--- config.mk ---
export PLATFORM = sky130hd
export DESIGN_NAME = naneye_cfg_ctrl
export DESIGN_NICKNAME = d
export VERILOG_FILES = /design/src/rtl/naneye_cfg_pkg.sv /design/src/rtl/naneye_cfg_bitclk.sv /design/src/rtl/naneye_cfg_ctrl.sv
export SDC_FILE = /design/constraint.sdc
export NUM_CORES = 1
export LEC_CHECK = 0
export CORE_UTILIZATION = 30
export DETAILED_ROUTE_END_ITERATION = 16
export HOLD_SLACK_MARGIN = 0.02
export SYNTH_ARGS = -nofsm -noshare
export SYNTH_HDL_FRONTEND = slang
export SYNTH_SLANG_ARGS = --single-unit
--- constraint.sdc ---
create_clock -name CLOCK -period 2.25 [get_ports CLOCK]
set_clock_uncertainty 0.2 [all_clocks]
set_input_delay 0.3375 -clock CLOCK [delete_from_list [all_inputs] [get_ports CLOCK]]
set_output_delay 0.3375 -clock CLOCK [all_outputs]
set_load 0.03 [all_outputs]
--- src/rtl/naneye_cfg_pkg.sv ---
// Shared definitions for the NanEye configuration-window controller:
// FSM encoding and default geometry of the serial transfer.
package naneye_cfg_pkg;

    typedef enum logic [1:0] {
        ST_IDLE = 2'd0,
        ST_SEND = 2'd1,
        ST_ACK  = 2'd2
    } cfg_state_e;

    localparam int unsigned C_DEF_WORD_W  = 16;
    localparam int unsigned C_DEF_BIT_DIV = 36;
    localparam int unsigned C_DEF_CNT_W   = 8;

    // Bit counter must be able to hold C_WORD_W itself, hence the extra bit.
    function automatic int unsigned bit_cnt_w(input int unsigned word_w);
        return $clog2(word_w) + 1;
    endfunction

endpackage

--- src/rtl/naneye_cfg_bitclk.sv ---
// Bit-period divider for the sensor serial link: produces the SCK phase
// and a strobe on the last cycle of every bit period.
module naneye_cfg_bitclk
    import naneye_cfg_pkg::*;
#(
    parameter int unsigned C_BIT_DIV = C_DEF_BIT_DIV
) (
    input  logic clk_i,
    input  logic rst_ni,
    input  logic clr_i,
    input  logic run_i,
    output logic bit_end_o,
    output logic sck_o
);

    localparam int unsigned        C_DIV_W = $clog2(C_BIT_DIV);
    localparam logic [C_DIV_W-1:0] C_LAST  = C_DIV_W'(C_BIT_DIV - 1);
    localparam logic [C_DIV_W-1:0] C_HALF  = C_DIV_W'(C_BIT_DIV / 2);

    logic [C_DIV_W-1:0] cnt_q;
    logic [C_DIV_W-1:0] cnt_d;
    logic               sck_q;
    logic               bit_end_q;

    // Next divider count: parked at zero whenever no bit is being shifted.
    always_comb begin
        cnt_d = '0;
        if (clr_i || !run_i) begin
            cnt_d = '0;
        end else if (cnt_q == C_LAST) begin
            cnt_d = '0;
        end else begin
            cnt_d = cnt_q + C_DIV_W'(1);
        end
    end

    // Divider state; SCK and the strobe are registered alongside the count.
    always_ff @(posedge clk_i or negedge rst_ni) begin
        if (!rst_ni) begin
            cnt_q     <= '0;
            sck_q     <= 1'b0;
            bit_end_q <= 1'b0;
        end else begin
            cnt_q     <= cnt_d;
            sck_q     <= (cnt_d >= C_HALF);
            bit_end_q <= (cnt_d == C_LAST);
        end
    end

    assign sck_o     = sck_q;
    assign bit_end_o = bit_end_q;

endmodule

--- src/rtl/naneye_cfg_ctrl.sv ---
// Configuration-window sequencer: on each decoder request either shifts one
// pending host word to the sensor or acknowledges at once, then pulses CONFIG_DONE.
module naneye_cfg_ctrl
    import naneye_cfg_pkg::*;
#(
    parameter int unsigned C_WORD_W  = C_DEF_WORD_W,
    parameter int unsigned C_BIT_DIV = C_DEF_BIT_DIV,
    parameter int unsigned C_CNT_W   = C_DEF_CNT_W
) (
    input  logic                CLOCK,
    input  logic                RESET,
    input  logic                ENABLE,
    input  logic [C_WORD_W-1:0] CFG_WDATA,
    input  logic                CFG_WE,
    input  logic                CONFIG_EN,
    output logic                CONFIG_DONE,
    output logic                CFG_PENDING,
    output logic                CFG_BUSY,
    output logic                SCK,
    output logic                SDA,
    output logic                SDA_OE,
    output logic [C_CNT_W-1:0]  CFG_COUNT
);

    localparam int unsigned     C_BW       = bit_cnt_w(C_WORD_W);
    localparam logic [C_BW-1:0] C_LAST_BIT = C_BW'(C_WORD_W - 1);

    cfg_state_e          state_q;
    logic [C_WORD_W-1:0] hold_q;
    logic [C_WORD_W-1:0] sr_q;
    logic                pending_q;
    logic [C_BW-1:0]     bit_q;
    logic [C_CNT_W-1:0]  cnt_q;
    logic                en_q;
    logic                en_prev_q;
    logic                done_q;
    logic                busy_q;
    logic                sda_q;
    logic                oe_q;

    logic                req_s;
    logic                start_s;
    logic [C_WORD_W-1:0] src_s;
    logic                run_s;
    logic                bit_end_s;
    logic                sck_s;

    // Request edge and transfer-start decision; a same-cycle write bypasses HOLD.
    always_comb begin
        req_s   = 1'b0;
        start_s = 1'b0;
        src_s   = hold_q;
        run_s   = (state_q == ST_SEND);
        if (CFG_WE) begin
            src_s = CFG_WDATA;
        end else begin
            src_s = hold_q;
        end
        if (state_q == ST_IDLE) begin
            req_s   = en_q && !en_prev_q;
            start_s = req_s && ENABLE && (pending_q || CFG_WE);
        end else begin
            req_s   = 1'b0;
            start_s = 1'b0;
        end
    end

    naneye_cfg_bitclk #(
        .C_BIT_DIV (C_BIT_DIV)
    ) u_bitclk (
        .clk_i     (CLOCK),
        .rst_ni    (RESET),
        .clr_i     (start_s),
        .run_i     (run_s),
        .bit_end_o (bit_end_s),
        .sck_o     (sck_s)
    );

    // Controller FSM with holding/shift registers and registered outputs.
    always_ff @(posedge CLOCK or negedge RESET) begin
        if (!RESET) begin
            state_q   <= ST_IDLE;
            hold_q    <= '0;
            sr_q      <= '0;
            pending_q <= 1'b0;
            bit_q     <= '0;
            cnt_q     <= '0;
            en_q      <= 1'b0;
            en_prev_q <= 1'b0;
            done_q    <= 1'b0;
            busy_q    <= 1'b0;
            sda_q     <= 1'b0;
            oe_q      <= 1'b0;
        end else begin
            en_q      <= CONFIG_EN;
            en_prev_q <= en_q;
            done_q    <= 1'b0;
            if (CFG_WE) begin
                hold_q    <= CFG_WDATA;
                pending_q <= 1'b1;
            end
            case (state_q)
                ST_IDLE: begin
                    if (start_s) begin
                        state_q   <= ST_SEND;
                        sr_q      <= src_s;
                        pending_q <= 1'b0;
                        bit_q     <= '0;
                        sda_q     <= src_s[C_WORD_W-1];
                        oe_q      <= 1'b1;
                        busy_q    <= 1'b1;
                    end else if (req_s) begin
                        state_q <= ST_ACK;
                        done_q  <= 1'b1;
                        busy_q  <= 1'b1;
                    end else begin
                        busy_q <= 1'b0;
                    end
                end
                ST_SEND: begin
                    if (bit_end_s && (bit_q == C_LAST_BIT)) begin
                        state_q <= ST_ACK;
                        done_q  <= 1'b1;
                        oe_q    <= 1'b0;
                        sda_q   <= 1'b0;
                        cnt_q   <= cnt_q + C_CNT_W'(1);
                    end else if (bit_end_s) begin
                        bit_q <= bit_q + C_BW'(1);
                        sr_q  <= {sr_q[C_WORD_W-2:0], 1'b0};
                        sda_q <= sr_q[C_WORD_W-2];
                    end else begin
                        busy_q <= 1'b1;
                    end
                end
                ST_ACK: begin
                    state_q <= ST_IDLE;
                    busy_q  <= 1'b0;
                end
                default: begin
                    state_q <= ST_IDLE;
                    busy_q  <= 1'b0;
                    oe_q    <= 1'b0;
                    sda_q   <= 1'b0;
                end
            endcase
        end
    end

    assign CONFIG_DONE = done_q;
    assign CFG_PENDING = pending_q;
    assign CFG_BUSY    = busy_q;
    assign SCK         = sck_s;
    assign SDA         = sda_q;
    assign SDA_OE      = oe_q;
    assign CFG_COUNT   = cnt_q;

endmodule

==> impl_metrics.py <==
metrics = {
    "drt": {
        "routed_wl_um": 5180,
        "vias": 1809,
        "wire_per_inst_um": 13.81,
        "ant_nets": 0,
        "vias_per_cell": 4.824,
        "drc": 0,
        "firstDrtPassIters": 4,
        "drt_iter0_drc": 55,
    },
    "placed_design": {
        "place_congestion": 0.7671,
        "dp_hpwl_um": 3263,
        "placed_cells": 357,
        "io_buffers": 34,
    },
    "timing": {
        "holdWs_ns": 0.1890,
        "tns_ns": 0,
        "fmax_mhz": 473.0,
        "setup_viol": 0,
        "maxSlewHeadroom_pct": 61.65,
        "maxSlewViolCount": 0,
        "worst_pin_slew_ns": 0.5753,
        "period_share_pct": 93.96,
        "grt_setup_unrepaired": "false",
        "report.final.hold_viol_count": 0,
        "period_needed_ns": 2.114,
    },
    "finish": {
        "finish.utilization_pct": 39.73,
        "nets": 288,
        "drive_gt1_share_pct": 21.72,
        "layout_common_cells": "dfrtp_1, clkdlybuf4s50_1, mux2_2",
        "diodes": 0,
        "syn_to_final_growth_pct": 28.01,
        "layout_commonest_cell": "dfrtp_1",
        "fillers": 859,
        "stdcell_count": 375,
    },
    "critical_path": {
        "critPathTopFamily": "simple AND/OR/NAND/NOR gates",
        "slowest_delay_ns": 0.41,
        "path_buf_inv": 1,
        "crit_path_top_delay_cell": "dfrtp_1",
        "critPathMaxFanout": 10,
        "worstPathCellList": "ha_1 > and3_1 > ha_2 > nand4bb_4 > buf_8 > o41ai_4 > o221a_1",
        "worstSetupStartpointType": "flop",
        "required_ns": 2.32,
        "rr_worst_depth": 7,
        "r2r-start": "bit_q[0]",
        "worstReg2RegEnd": "sr_q[9]",
        "rrSetupSlack_ns": 0.14,
        "arrival_ns": 2.19,
        "critical_path_class": "reg -> reg",
        "end_kind": "flop",
    },
    "clocking": {
        "cts_buffers": 9,
        "post_cts_buffers": 0,
        "cts_max_level": 3,
        "cts_tree": "built",
        "root_buffer": "clkbuf_8",
        "cts.sinks": 61,
        "clk_pin_slew_ns": 0.06,
        "insertion_delay_ns": 0.33,
        "cts_max_path_buffers": 2,
    },
    "power_and_ir_drop": {
        "ir_worst_vdd_uv": 443.7,
        "leakagePower_nw": 1.485,
        "powerDensity_mw_per_mm2": 926.0,
    },
    "synth": {
        "syn_inst": 219,
        "ys_ff_latch": 61,
        "seq_area_frac_synth_pct": 56.12,
        "synth_top_flop_cell": "dfrtp_1",
        "postSynth.asyncResetShare_pct": 100.0,
        "syn_area_mm2": 0.002720,
        "synth_cell_types": 43,
        "synth_edf_count": 0,
        "syn_area_per_cell_um2": 12.42,
        "yosys_warnings": 0,
        "syn_nets": 244,
    },
    "worst_hold_path": {
        "holdCritStartpoint": "en_q",
        "hp-class": "reg -> reg",
        "holdPathEnd": "en_prev_q",
        "hold_depth": 0,
    },
    "grt": {
        "grt_pass1_wl_um": 8742,
        "track_usage_pct": 11.78,
        "grt-ovfl-total": 0,
        "grt_antenna_before_repair": 0,
        "first_global_vias": 1819,
        "grt_max_degree": 62,
    },
    "die": {
        "die_y_um": 97.22,
        "io_pins": 35,
        "die_w_um": 97.22,
        "dieArea_mm2": 0.009452,
        "initial_core_util_pct": 31.04,
        "rows": 34,
        "core_area_mm2": 0.008763,
    },
    "flow_run": {
        "maxCapViolations": 0,
    },
    "outcome": {
        "status": "completed",
    },
}
==> where the power goes <==
group | total, mW | switching [mW] | internal (mW) | leakage, nW
clock network | 1.04 | 0.399 | 0.641 | 0.112
logic | 0.650 | 0.299 | 0.351 | 0.625
registers | 1.53 | 0.205 | 1.33 | 0.748
total | 3.22 | 0.903 | 2.32 | 1.48
==> state kept, by name (all words and copies together) (netlist names) <==
| name | flops |
|---|---|
| CFG_BUSY | 1 |
| sr_q | 15 |
| CONFIG_DONE | 1 |
| CFG_COUNT | 8 |
| SDA_OE | 1 |
| u_bitclk.bit_end_o | 1 |
| u_bitclk.sck_o | 1 |
| u_bitclk.cnt_q | 6 |
| CFG_PENDING | 1 |
| en_prev_q | 1 |
| hold_q | 16 |
| en_q | 1 |
| state_q | 2 |
| bit_q | 5 |
| SDA | 1 |
==> cells in the mapped netlist, drive strengths merged (3+ instances only) <==
master | n | share of area [%]
mux2i | 3 | 1.1
nand4 | 3 | 0.69
inv | 5 | 0.69
clkbuf | 3 | 0.41
nand2 | 10 | 1.4
a21oi | 8 | 1.5
and3 | 3 | 0.69
a21o | 3 | 0.83
buf | 9 | 2.4
nand3 | 7 | 1.3
nor2 | 13 | 1.8
xnor2 | 5 | 1.6
nor3 | 7 | 1.3
o21ai | 3 | 0.97
nand2b | 15 | 3.4
dfrtp | 61 | 56
ha | 4 | 1.8
xor2 | 6 | 1.9
o221a | 13 | 5.4
mux2 | 17 | 7.0
==> layer usage <==
| layer | vias up | track usage, % | routed length, um |
|---|---|---|---|
| li1 | 883 | - | - |
| met1 | 879 | 15.34 | 2477 |
| met2 | 38 | 17.88 | 2398 |
| met3 | 9 | 4.388 | 228 |
| met4 | 0 | 4.412 | 75 |
| met5 | - | 0 | 0 |
==> worst max-delay path by stage <==
| stage | slack (ns) | startpoint | end | cells after the start |
|---|---|---|---|---|
| 2_1_floorplan | 0.14 | bit_q[0] | sr_q[10] | 7 |
| 3_3_place_gp | -0.1 | CFG_WE | sr_q[11] | 4 |
| 3_5_place_dp | -0.14 | CFG_WE | sr_q[4] | 4 |
| 4_1_cts | 0.0002 | bit_q[0] | sr_q[6] | 7 |
| 5_1_grt | 0.04 | bit_q[0] | sr_q[9] | 7 |
| 6_report | 0.14 | bit_q[0] | sr_q[9] | 7 |
==> cells by family after synthesis <==
logic type      count (synthesis)  share of synthesized area [%]
compound gates                 39                          12.79
xor+xnor                       11                          3.542
fa+ha+maj                       4                          1.840
buf+inv                        17                          3.496
flops                          61                          56.12
mux                            20                          8.142
simple gates                   67                          14.08
==> final cells by class <==
class | instances | area, um^2 | area share [%]
inverter | 5 | 18.77 | 0.5390
timing repair buffer | 44 | 442.9 | 12.72
clock buffer | 10 | 137.6 | 3.953
multi-input combinational | 142 | 1146 | 32.91
clock inverter | 5 | 75.07 | 2.156
sequential | 61 | 1526 | 43.84
tap | 108 | 135.1 | 3.881
==> timing repair <==
| item | CTS | global route |
|---|---|---|
| gates resized for setup | 0 | 6 |
| cloned | 0 | 2 |
| endpoints found under the setup margin | 3 | 16 |
| hold buffers | 1 | 0 |
| pin swaps | 4 | 6 |
| hold endpoints to repair | 61 | 0 |
==> metrics by stage <==
| step | worst slack, ns | power [mW] | area [um^2] |
|---|---|---|---|
| after CTS | 0.0001794 | 3.250 | 3422 |
| after detailed placement | -0.1406 | 2.180 | 3199 |
| after global routing | 0.04434 | 3.419 | 3482 |
| final | 0.1360 | 3.224 | 3482 |
| after floorplan | 0.1382 | 1.951 | 2720 |
| after global placement | -0.09642 | 2.160 | 3199 |
(Power assumes the default switching activity.)
